### src/rtl/uart_tx_arbiter.sv
`default_nettype none
// +--------------------------------------------------------------------------+
// | Module      : uart_tx_arbiter                                            |
// | Description : Round-robin arbiter sharing one UART transmitter between   |
// |               NREQ byte requesters. Grants a client, strobes its byte    |
// |               into the transmitter, then counts baud ticks for the frame |
// |               (10 or 11 ticks) plus GAP_TICKS before re-arbitrating.     |
// | Ports       : clk, rst (sync, active-low)                                |
// |               req/req_data/req_last  - client requests, bytes, burst end |
// |               p_sel                  - parity enable (frame length)      |
// |               baud_tick_tx           - baud generator tick               |
// |               ack/grant_id           - accepted client                   |
// |               busy/tx_ready/tx_data  - transmitter handshake             |
// |               frame_done             - frame plus gap finished           |
// |               lock                   - burst lock (UART_ARB_BURST_EN)    |
// | Options     : `define UART_ARB_BURST_EN keeps the grant on one client    |
// |               until it sends a byte flagged with req_last.               |
// | Revision    : 1.0 - initial release                                      |
// +--------------------------------------------------------------------------+
module uart_tx_arbiter #(
    parameter int NREQ      = 4,
    parameter int PTR_W     = 2,
    parameter int GAP_TICKS = 1
) (
    input  logic                clk,
    input  logic                rst,
    input  logic [NREQ-1:0]     req,
    input  logic [8*NREQ-1:0]   req_data,
    input  logic [NREQ-1:0]     req_last,
    input  logic                p_sel,
    input  logic                baud_tick_tx,
    output logic [NREQ-1:0]     ack,
    output logic [PTR_W-1:0]    grant_id,
    output logic                busy,
    output logic                tx_ready,
    output logic [7:0]          tx_data,
    output logic                frame_done
`ifdef UART_ARB_BURST_EN
    ,
    output logic                lock
`endif
);

    typedef enum logic [1:0] {
        S_IDLE = 2'd0,
        S_LOAD = 2'd1,
        S_SEND = 2'd2,
        S_GAP  = 2'd3
    } state_t;

    localparam logic [PTR_W-1:0] c_last_idx = PTR_W'(NREQ - 1);
    localparam logic [NREQ-1:0]  c_one      = NREQ'(1);
    localparam logic [3:0]       c_gap_last = (GAP_TICKS == 0) ? 4'd0 : 4'(GAP_TICKS - 1);

    state_t             r_state;
    state_t             w_state_nxt;
    logic [3:0]         r_cnt;
    logic [3:0]         w_cnt_nxt;
    logic [3:0]         r_fl;
    logic [PTR_W-1:0]   r_ptr;
    logic [PTR_W-1:0]   r_grant_id;
    logic [7:0]         r_tx_data;
    logic               w_any;
    logic [PTR_W-1:0]   w_sel;
    logic [PTR_W-1:0]   w_idx;
    logic               w_frame_done;

`ifdef UART_ARB_BURST_EN
    logic               r_lock;
`else
    logic               w_unused_last;
    assign w_unused_last = ^req_last;
`endif

    // Round-robin search: start one past the last grant and wrap at NREQ-1
    // (NREQ need not be a power of two, so the wrap is explicit).
    always_comb begin
        w_any = 1'b0;
        w_sel = '0;
        w_idx = r_ptr;
        for (int k = 0; k < NREQ; k++) begin
            w_idx = (w_idx == c_last_idx) ? '0 : w_idx + PTR_W'(1);
            if (!w_any && req[w_idx]) begin
                w_any = 1'b1;
                w_sel = w_idx;
            end
        end
`ifdef UART_ARB_BURST_EN
        // While locked only the burst owner may be granted; others wait.
        if (r_lock) begin
            w_any = req[r_grant_id];
            w_sel = r_grant_id;
        end
`endif
    end

    // Next-state and frame timing. Ticks are counted only in SEND/GAP, so a
    // tick landing in the LOAD cycle is ignored.
    always_comb begin
        w_state_nxt  = r_state;
        w_cnt_nxt    = r_cnt;
        w_frame_done = 1'b0;
        case (r_state)
            S_IDLE: begin
                if (w_any) begin
                    w_state_nxt = S_LOAD;
                end
            end
            S_LOAD: begin
                w_state_nxt = S_SEND;
                w_cnt_nxt   = '0;
            end
            S_SEND: begin
                if (baud_tick_tx) begin
                    if (r_cnt == r_fl - 4'd1) begin
                        w_cnt_nxt = '0;
                        if (GAP_TICKS == 0) begin
                            w_state_nxt  = S_IDLE;
                            w_frame_done = 1'b1;
                        end else begin
                            w_state_nxt = S_GAP;
                        end
                    end else begin
                        w_cnt_nxt = r_cnt + 4'd1;
                    end
                end
            end
            S_GAP: begin
                if (baud_tick_tx) begin
                    if (r_cnt == c_gap_last) begin
                        w_cnt_nxt    = '0;
                        w_state_nxt  = S_IDLE;
                        w_frame_done = 1'b1;
                    end else begin
                        w_cnt_nxt = r_cnt + 4'd1;
                    end
                end
            end
            default: begin
                w_state_nxt = S_IDLE;
                w_cnt_nxt   = '0;
            end
        endcase
    end

    always_ff @(posedge clk) begin
        if (!rst) begin
            r_state    <= S_IDLE;
            r_cnt      <= '0;
            r_fl       <= 4'd10;
            r_ptr      <= c_last_idx;
            r_grant_id <= '0;
            r_tx_data  <= '0;
`ifdef UART_ARB_BURST_EN
            r_lock     <= 1'b0;
`endif
        end else begin
            r_state <= w_state_nxt;
            r_cnt   <= w_cnt_nxt;
            if (r_state == S_IDLE && w_any) begin
                r_tx_data  <= req_data[{w_sel, 3'b000} +: 8];
                r_grant_id <= w_sel;
                r_ptr      <= w_sel;
                // Frame length is latched here so later p_sel changes
                // cannot stretch or shorten the frame in flight.
                r_fl       <= p_sel ? 4'd11 : 4'd10;
`ifdef UART_ARB_BURST_EN
                r_lock     <= !req_last[w_sel];
`endif
            end
        end
    end

    assign busy       = (r_state != S_IDLE);
    assign tx_ready   = (r_state == S_LOAD);
    assign ack        = tx_ready ? (c_one << r_grant_id) : '0;
    assign grant_id   = r_grant_id;
    assign tx_data    = r_tx_data;
    // A reset arriving on the final tick must not report a completed frame.
    assign frame_done = w_frame_done && rst;
`ifdef UART_ARB_BURST_EN
    assign lock       = r_lock;
`endif

endmodule
`default_nettype wire

### config.mk
export PLATFORM = sky130hd
export DESIGN_NAME = uart_tx_arbiter
export DESIGN_NICKNAME = d
export VERILOG_FILES = /design/src/rtl/uart_tx_arbiter.sv
export SDC_FILE = /design/constraint.sdc
export NUM_CORES = 1
export LEC_CHECK = 0
export ABC_AREA = 1
export BUFFER_PORTS_ARGS = -buffer_cell sky130_fd_sc_hd__buf_2
export CORE_AREA = 4 4 66 68
export DETAILED_ROUTE_END_ITERATION = 16
export DIE_AREA = 0 0 70 72
export PLACE_DENSITY = 0.82
export SLEW_MARGIN = 20
export SYNTH_ARGS = -nofsm -noshare
export SYNTH_HDL_FRONTEND = slang
export SYNTH_SLANG_ARGS = --single-unit
### constraint.sdc
create_clock -name clk -period 2 [get_ports clk]
set_input_delay 0.1 -clock clk [delete_from_list [all_inputs] [get_ports clk]]
set_output_delay 0.1 -clock clk [all_outputs]
set_load 0.02 [all_outputs]
After elaboration in Yosys (flattened, before gate mapping)
Index checks and enable logic that the tools add are counted.
{"block": "totals", "register_bits": 22, "inputBits": 44, "output_inout_bits": 17, "wordCells": 81}
{"block": "op_classes", "n_addsub": 6, "n_lt_le_gt_ge": 4, "n_eq_ne": 13, "shift": 2, "mux": 36, "reduce_logical": 14}
{"cell": "$shiftx 32x6->8", "count": 1}
{"cell": "$mux 2", "count": 13}
{"cell": "$mux 4", "count": 5}
{"cell": "$eq 2x2->1 const B", "count": 6}
{"cell": "$lt 2x3->1 const B", "count": 4}
{"cell": "$mux 1", "count": 12}
{"cell": "$pmux 4 s3", "count": 1}
{"cell": "$ne 2x2->1 const B", "count": 5}
{"cell": "$add 2x1->2 const B", "count": 4}
{"cell": "$bmux 1 s2", "count": 4}
{"cell": "$pmux 2 s4", "count": 1}
{"cell": "$logic_and 1x1->1", "count": 5}
{"cell": "$reduce_and 5->1", "count": 1}
{"cell": "$add 4x1->4 const B", "count": 1}
{"cell": "$eq 4x4->1", "count": 1}
{"cell": "$logic_not 4->1", "count": 1}
{"cell": "$shl 1x2->4 const A", "count": 1}
{"cell": "$sub 4x1->4 const B", "count": 1}
{"cell": "$logic_not 1->1", "count": 3}
{"cell": "$reduce_and 3->1", "count": 1}
{"cell": "$reduce_bool 3->1", "count": 1}
{"cell": "$eq 2x1->1 const B", "count": 1}
{"cell": "$logic_not 2->1", "count": 1}
{"cell": "$reduce_bool 2->1", "count": 1}

Depth between registers and ports, before layout
Gate-level depths: netlist of run 1.
{"block": "logic_depth", "depth_word": 16, "mapped_depth": 17, "ltp_nobuf": 16}

Worst setup path before layout of run 1
No wires, ideal clock.
{"block": "synth_path", "path_type": "register to register", "from": "register r_ptr[0]", "to": "register r_tx_data[7], in the netlist tx_data[7]", "setup_ns": 0.109, "arrival_time_ns": 1.862, "t_required_ns": 1.891, "slack_ns": 0.029, "path_stages_with_launch": 17, "n_path_buf": 1, "period_less_slack_ns": 1.971, "path_cell_list": "dfxtp_1 > ha_1 > inv_1 > nand2_1 > nand2_1 > nand2_2 > nand2_4 > nand2_2 > nand2_1 > nand2_4 > o21ai_4 > buf_6 > nand2_2 > nand3_1 > nand3_1 > nand2_1 > inv_1"}
{"block": "synth_via", "elab_chain_len": 15, "elab_cells_between_ends": 36, "cone_classes": "4 x add/sub; 4 x eq/ne; 1 x shift; 20 x mux; 7 x reduce/logical"}
{"element": "start: declaration", "line": "60", "source": "logic [PTR_W-1:0] r_ptr;"}
{"element": "start signal: assignment", "line": "151", "source": "r_ptr <= c_last_idx;"}
{"element": "start signal: assignment", "line": "163", "source": "r_ptr <= w_sel;"}
{"element": "$add 2x1->2 / $eq 2x2->1 (equally long branches)", "line": "82", "source": "w_idx = (w_idx == c_last_idx) ? '0 : w_idx + PTR_W'(1);"}
{"element": "$mux 2 (*)", "line": "82"}
{"element": "parallel branches: the longest is 13 deep, another holds $add 2x1->2"}
{"element": "end signal: assignment", "line": "161", "source": "r_tx_data <= req_data[{w_sel, 3'b000} +: 8];"}
{"element": "end: declaration", "line": "62", "source": "logic [7:0] r_tx_data;"}
Every way passes the cells marked *. The select of a mux whose other input is x is not followed.
A chain may end at the register's enable or synchronous reset.

Final worst setup path of run 1
{"block": "layout_path", "from": "register r_ptr[1]", "to": "register r_tx_data[5], in the netlist tx_data[5]"}
The elaborated chain is that of the path after synthesis.

==> results.toml, run 1 <==
[outcome]
violations = "negative setup slack"
status = "complete, but fails checks"

[drt]
drc = 0
top_layer_used = "met4"
drt_pass1_iterations = 4
wl_met1_um = 1820
route.met3.wl_um = 279
drtAntennaViolNets = 0
wirelength_um = 4230
drt_iter0_drc = 77
wl_per_cell_um = 10.3
wl_met2_um = 2100
num_vias = 1936
viasPerCell = 4.73

[floorplan]
dieArea_um2 = 5040
ios = 61
die_w_um = 70
die_h_um = 72
design.core.area_um2 = 3860
rows = 23
start_util = 0.430

[clock_network]
numCtsBuffers = 3
clock_path_buffers = 2
cts-root-buf = "clkbuf_8"
cts_sinks = 19
cts.htree.levels = 1
path_clk_slew_ns = 0.07
worstSkewPairLatency_ns = 0.25
cts_tree = "done"

[synth]
synth-edff-count = 0
syn-num-nets = 335
ys.flop_type = "dfxtp_1"
synth_most_common_cell = "inv_1"
synth.yosys.seq_area_share = 0.230
synth_common_cells = "inv_1, nand2_1, nand3_1"
synth_area_leaders = "dfxtp_1, nand3_1, inv_1"
ys_warn_count = 0
syn_area_per_cell_um2 = 5.83
synth-seq-cells = 19
synthArstFlopShare = 0
synth_area_um2 = 1660
synth_cell_types = 28
yosys.area.top_type = "dfxtp_1"
synth_top_area_share = 0.230
synth_cells = 284

[cells_and_area]
area_growth_pct = 37.4
seqCellArea_um2 = 383
drive_gt1_frac = 0.331
diodes = 0
multiInputGateArea_um2 = 1020
postLayoutCellArea_um2 = 2280
nets = 411
filler_cell_count = 363

[power_and_ir_drop]
power.density_nw_per_um2 = 1890
power_w = 0.00429
vdd_drop_max_uv = 1140
leakage_nw = 1.35

[setup_path]
start_kind = "flop"
r2r_slack_ns = -0.03
arrival_ns = 2.19
r2r_end = "tx_data[5]"
r2r_cells = 16
timing.rr.start = "r_ptr[1]"
crit_type = "flop to flop"
critPathMaxFanout = 8
critPathCaptureType = "flop"
slowest_stage = "dfxtp_2"
worst_ep_required_time_ns = 2.16
slowest_delay_ns = 0.34
crit_top_cell = "nand2_1"
path_cells = "ha_4, nor2_4, nand2_1, nand2_2, nand2_2, nand2_4, nand2_2, nand2_1, nand2_4, o21ai_4, clkbuf_16, nand2_1, nand3_1, nand3_1, nand2_1, inv_1"

[sta]
slew_headroom = 0.815
tns_ns = -0.0274
drv_slew = 0
rsz0062_at_grt = "yes"
setup_viol = 1
fin_skew_ns = 0.00664
hold_violations = 0
worstMarginPinSlew_ns = 0.275
setup_ws_ns = -0.0274
min_period_ns = 2.03
period_share = 1.01
fmax_ghz = 0.493

[global_routing]
grt_antenna_before_repair = 0
grt_max_degree = 19
track_usage = 0.162
grt_pass1_wl_um = 6880
overflow = 0
first_global_vias = 1686

[flow_run]
cap_violations = 0

[worst_hold_path]
hold_start = "rst"
hold_depth = 2
hold_path.class = "input port to flop"
holdPathEnd = "r_ptr[0]"

[placement]
dp.final_hpwl_um = 3320
io_buffers = 56
gp_congestion = 0.779
placed_area_um2 = 2110
cells by family after synthesis:
family	after synthesis	share of synthesized area
AOI/OAI and AO/OA	26	0.0967
adders and majority gates	7	0.0529
DFF	19	0.230
buffers and inverters	77	0.184
and+or+nand+nor	155	0.437
metal layers:
layer / vias to the layer above / GRT usage
li1: 1030 / -
met4: 0 / 0.0511
met1: 851 / 0.201
met3: 2 / 0.0346
met5: - / 0
met2: 53 / 0.281
critical path: cells and delay by family, from the launching register on:
family,cells,cell delay [ns]
fa+ha+maj,1,0.17
compound gates,1,0.10
flops,1,0.34
buf+inv,2,0.22
simple gates,12,1.11
power breakdown:
group          switching, W  total (W)  internal [W]
sequential         0.000102   0.000617      0.000515
combinational       0.00192    0.00341       0.00149
clock              0.000124   0.000262      0.000138
total               0.00215    0.00429       0.00214
cells in the final DEF, fill, tap and decap left out, drive strengths merged, types with 2 or more instances in the layout:
cell type | Yosys | final
inv | 70 | 70
dfxtp | 19 | 19
clkbuf | 1 | 4
nand2 | 71 | 71
buf | 5 | 76
nor3 | 4 | 4
o21ai | 6 | 6
ha | 7 | 7
a21oi | 14 | 14
nor2 | 26 | 26
nand4 | 3 | 3
nand3 | 50 | 50
o211ai | 3 | 3
clkinv | 1 | 2
state kept, by name, indices dropped and copies added, names as in the netlist:
name,count
r_ptr,2
tx_data,8
r_cnt,4
grant_id,2
r_fl,1
r_state,2
through the flow:
stage,worst slack [ns],instances,utilization,hold WS (ns)
floorplan,0.0289,284,-,0.199
global placement,0.0191,401,0.548,0.363
detailed placement,-0.0299,401,0.548,0.352
CTS,0.0149,406,0.566,0.0993
global route,-0.144,409,0.590,0.105
finish,-0.0274,409,0.590,0.102
repair_timing:
action,4_1_cts,5_1_grt
pin swaps,1,8
setup buffers,1,2
cloned,0,1
gates resized for setup,2,15
endpoints found under the setup margin,9,15
hold buffers,0,0
cell type report:
cell class,count,share of cell area
multi-input cells,188,0.449
repair buffers,77,0.218
flip-flops and latches,19,0.168
inverters,71,0.117
well taps,50,0.0275
clock buffers,3,0.0181
clock inverters,1,0.00220
how the worst max path moves through the flow:
stage	start	end	slack, ns	cells after the start
detailed placement	r_ptr[1]	tx_data[0]	-0.03	15
global route	r_ptr[1]	tx_data[2]	-0.14	16
finish	r_ptr[1]	tx_data[5]	-0.03	16
floorplan	r_ptr[0]	tx_data[7]	0.03	16
global placement	r_ptr[0]	tx_data[5]	0.02	15
CTS	r_ptr[1]	tx_data[5]	0.01	15
(Power assumes the default switching activity.)
==> run 2: changes to the inputs <==
--- a/config.mk
+++ b/config.mk
@@ -10,8 +10,11 @@
 export CORE_AREA = 4 4 66 68
 export DETAILED_ROUTE_END_ITERATION = 16
 export DIE_AREA = 0 0 70 72
+export GPL_ROUTABILITY_DRIVEN = 1
+export MAX_ROUTING_LAYER = met4
 export PLACE_DENSITY = 0.82
 export SLEW_MARGIN = 20
 export SYNTH_ARGS = -nofsm -noshare
 export SYNTH_HDL_FRONTEND = slang
 export SYNTH_SLANG_ARGS = --single-unit
+export TNS_END_PERCENT = 5
==> results.toml, run 2 (same netlist as run 1, synthesis figures left out) <==
[sta]
fin_skew_ns = 0.00515
fmax_ghz = 0.493
period_share = 1.01
slew_headroom = 0.815
drv_slew = 0
rsz0062_at_grt = "yes"
setup_viol = 1
min_period_ns = 2.03
hold_violations = 0
setup_ws_ns = -0.0273
hold-worst-slack_ns = 0.101
worstMarginPinSlew_ns = 0.275

[setup_path]
arrival_ns = 2.19
crit_top_cell = "nand2_1"
crit_type = "flop to flop"
slowest_delay_ns = 0.34
critPathMaxFanout = 8
slowest_stage = "dfxtp_2"
critPathCaptureType = "flop"
worst_ep_required_time_ns = 2.16
start_kind = "flop"
path_cells = "ha_4, nor2_4, nand2_1, nand2_2, nand2_2, nand2_4, nand2_2, nand2_1, nand2_4, o21ai_4, clkbuf_16, nand2_1, nand3_1, nand3_1, nand2_1, inv_1"

[placement]
dp.final_hpwl_um = 3320
io_buffers = 56
dp_cells = 401
placed_area_um2 = 2110
gp_congestion = 0.790

[cells_and_area]
drive_gt1_frac = 0.331
seqCellArea_um2 = 383
layout.cells.most_common = "inv_1"
filler_cell_count = 363
nets = 411
post_layout_nonfiller_instances = 409
diodes = 0
multiInputGateArea_um2 = 1020
postLayoutCellArea_um2 = 2280
final_cell_mix = "inv_1, buf_2, nand2_1"
area_growth_pct = 37.4
largest_register_ffs = 8

[floorplan]
design.core.area_um2 = 3860
dieArea_um2 = 5040
rows = 23
die_h_um = 72
die_w_um = 70
start_util = 0.430
ios = 61

[clock_network]
cts-root-buf = "clkbuf_8"
cts_tree = "done"
clock_path_buffers = 2
path_clk_slew_ns = 0.07
cts_sinks = 19
worstSkewPairLatency_ns = 0.25
ctsHoldBuffers = 0
cts.htree.levels = 1
numCtsBuffers = 3

[drt]
drc = 0
wirelength_um = 4230
drt_iter0_drc = 64
drt_pass1_iterations = 4
viasPerCell = 4.75
num_vias = 1941
wl_per_cell_um = 10.3
drtAntennaViolNets = 0

[global_routing]
first_global_vias = 1683
track_usage = 0.167
grt_max_degree = 19
grt_antenna_before_repair = 0
overflow = 0
grt_pass1_wl_um = 6900

[power_and_ir_drop]
power_w = 0.00429
power.density_nw_per_um2 = 1880
vdd_drop_max_uv = 1140
leakage_nw = 1.35

[flow_run]
cap_violations = 0

[worst_hold_path]
hold_path.class = "input port to flop"

[outcome]
violations = "negative setup slack"
status = "complete, but fails checks"
==> run 2: repair_timing <==
action                     4_1_cts  5_1_grt
cloned                           0        1
setup buffers                    1        2
pin swaps                        1        8
hold endpoints to repair         0        0
setup endpoints to repair        9       15
resized for setup                2       15
==> run 2: power by group <==
| part | internal (W) | switching, W |
|---|---|---|
| clock network | 0.000138 | 0.000123 |
| logic | 0.00149 | 0.00192 |
| registers | 0.000515 | 0.000102 |
==> run 2: worst max-delay path: cells and delay by family, from the launching register on <==
family | cells | cell delay [ns]
buf+inv | 2 | 0.22
compound gates | 1 | 0.10
simple gates | 12 | 1.11
flops | 1 | 0.34
fa+ha+maj | 1 | 0.17
==> run 2: through the flow <==
| step | util | setup WS, ns | setup TNS (ns) |
|---|---|---|---|
| 4_1_cts | 0.566 | 0.0149 | 0 |
| 3_5_place_dp | 0.548 | -0.0299 | -0.147 |
| 6_report | 0.590 | -0.0273 | -0.0273 |
| 3_3_place_gp | 0.548 | 0.0191 | 0 |
| 2_1_floorplan | - | 0.0289 | 0 |
| 5_1_grt | 0.590 | -0.144 | -1.29 |
==> run 2: area by class of cell <==
| class | instances | share of cell area |
|---|---|---|
| Multi-Input combinational cell | 188 | 0.449 |
| Timing Repair Buffer | 77 | 0.218 |
| Sequential cell | 19 | 0.168 |
| Inverter | 71 | 0.117 |
| Tap cell | 50 | 0.0275 |
| Clock buffer | 3 | 0.0181 |
| Clock inverter | 1 | 0.00220 |
==> run 2: final timing paths <==
kind	depth (start not counted)	from	slack, ns	to
setup / recovery	16	r_ptr[1]	-0.03	tx_data[5]
hold / removal	2	rst	0.10	r_ptr[0]
setup reg to reg	16	r_ptr[1]	-0.03	tx_data[5]
hold reg to reg	2	r_fl[0]	0.50	r_fl[0]
==> run 2: per-layer routing <==
layer  track usage  routed length, um  vias to the layer above
met2         0.281               2090                       54
met4        0.0511                 34                        0
li1              -                  -                     1032
met5             -                  0                        -
met1         0.207               1880                      853
met3        0.0263                225                        2
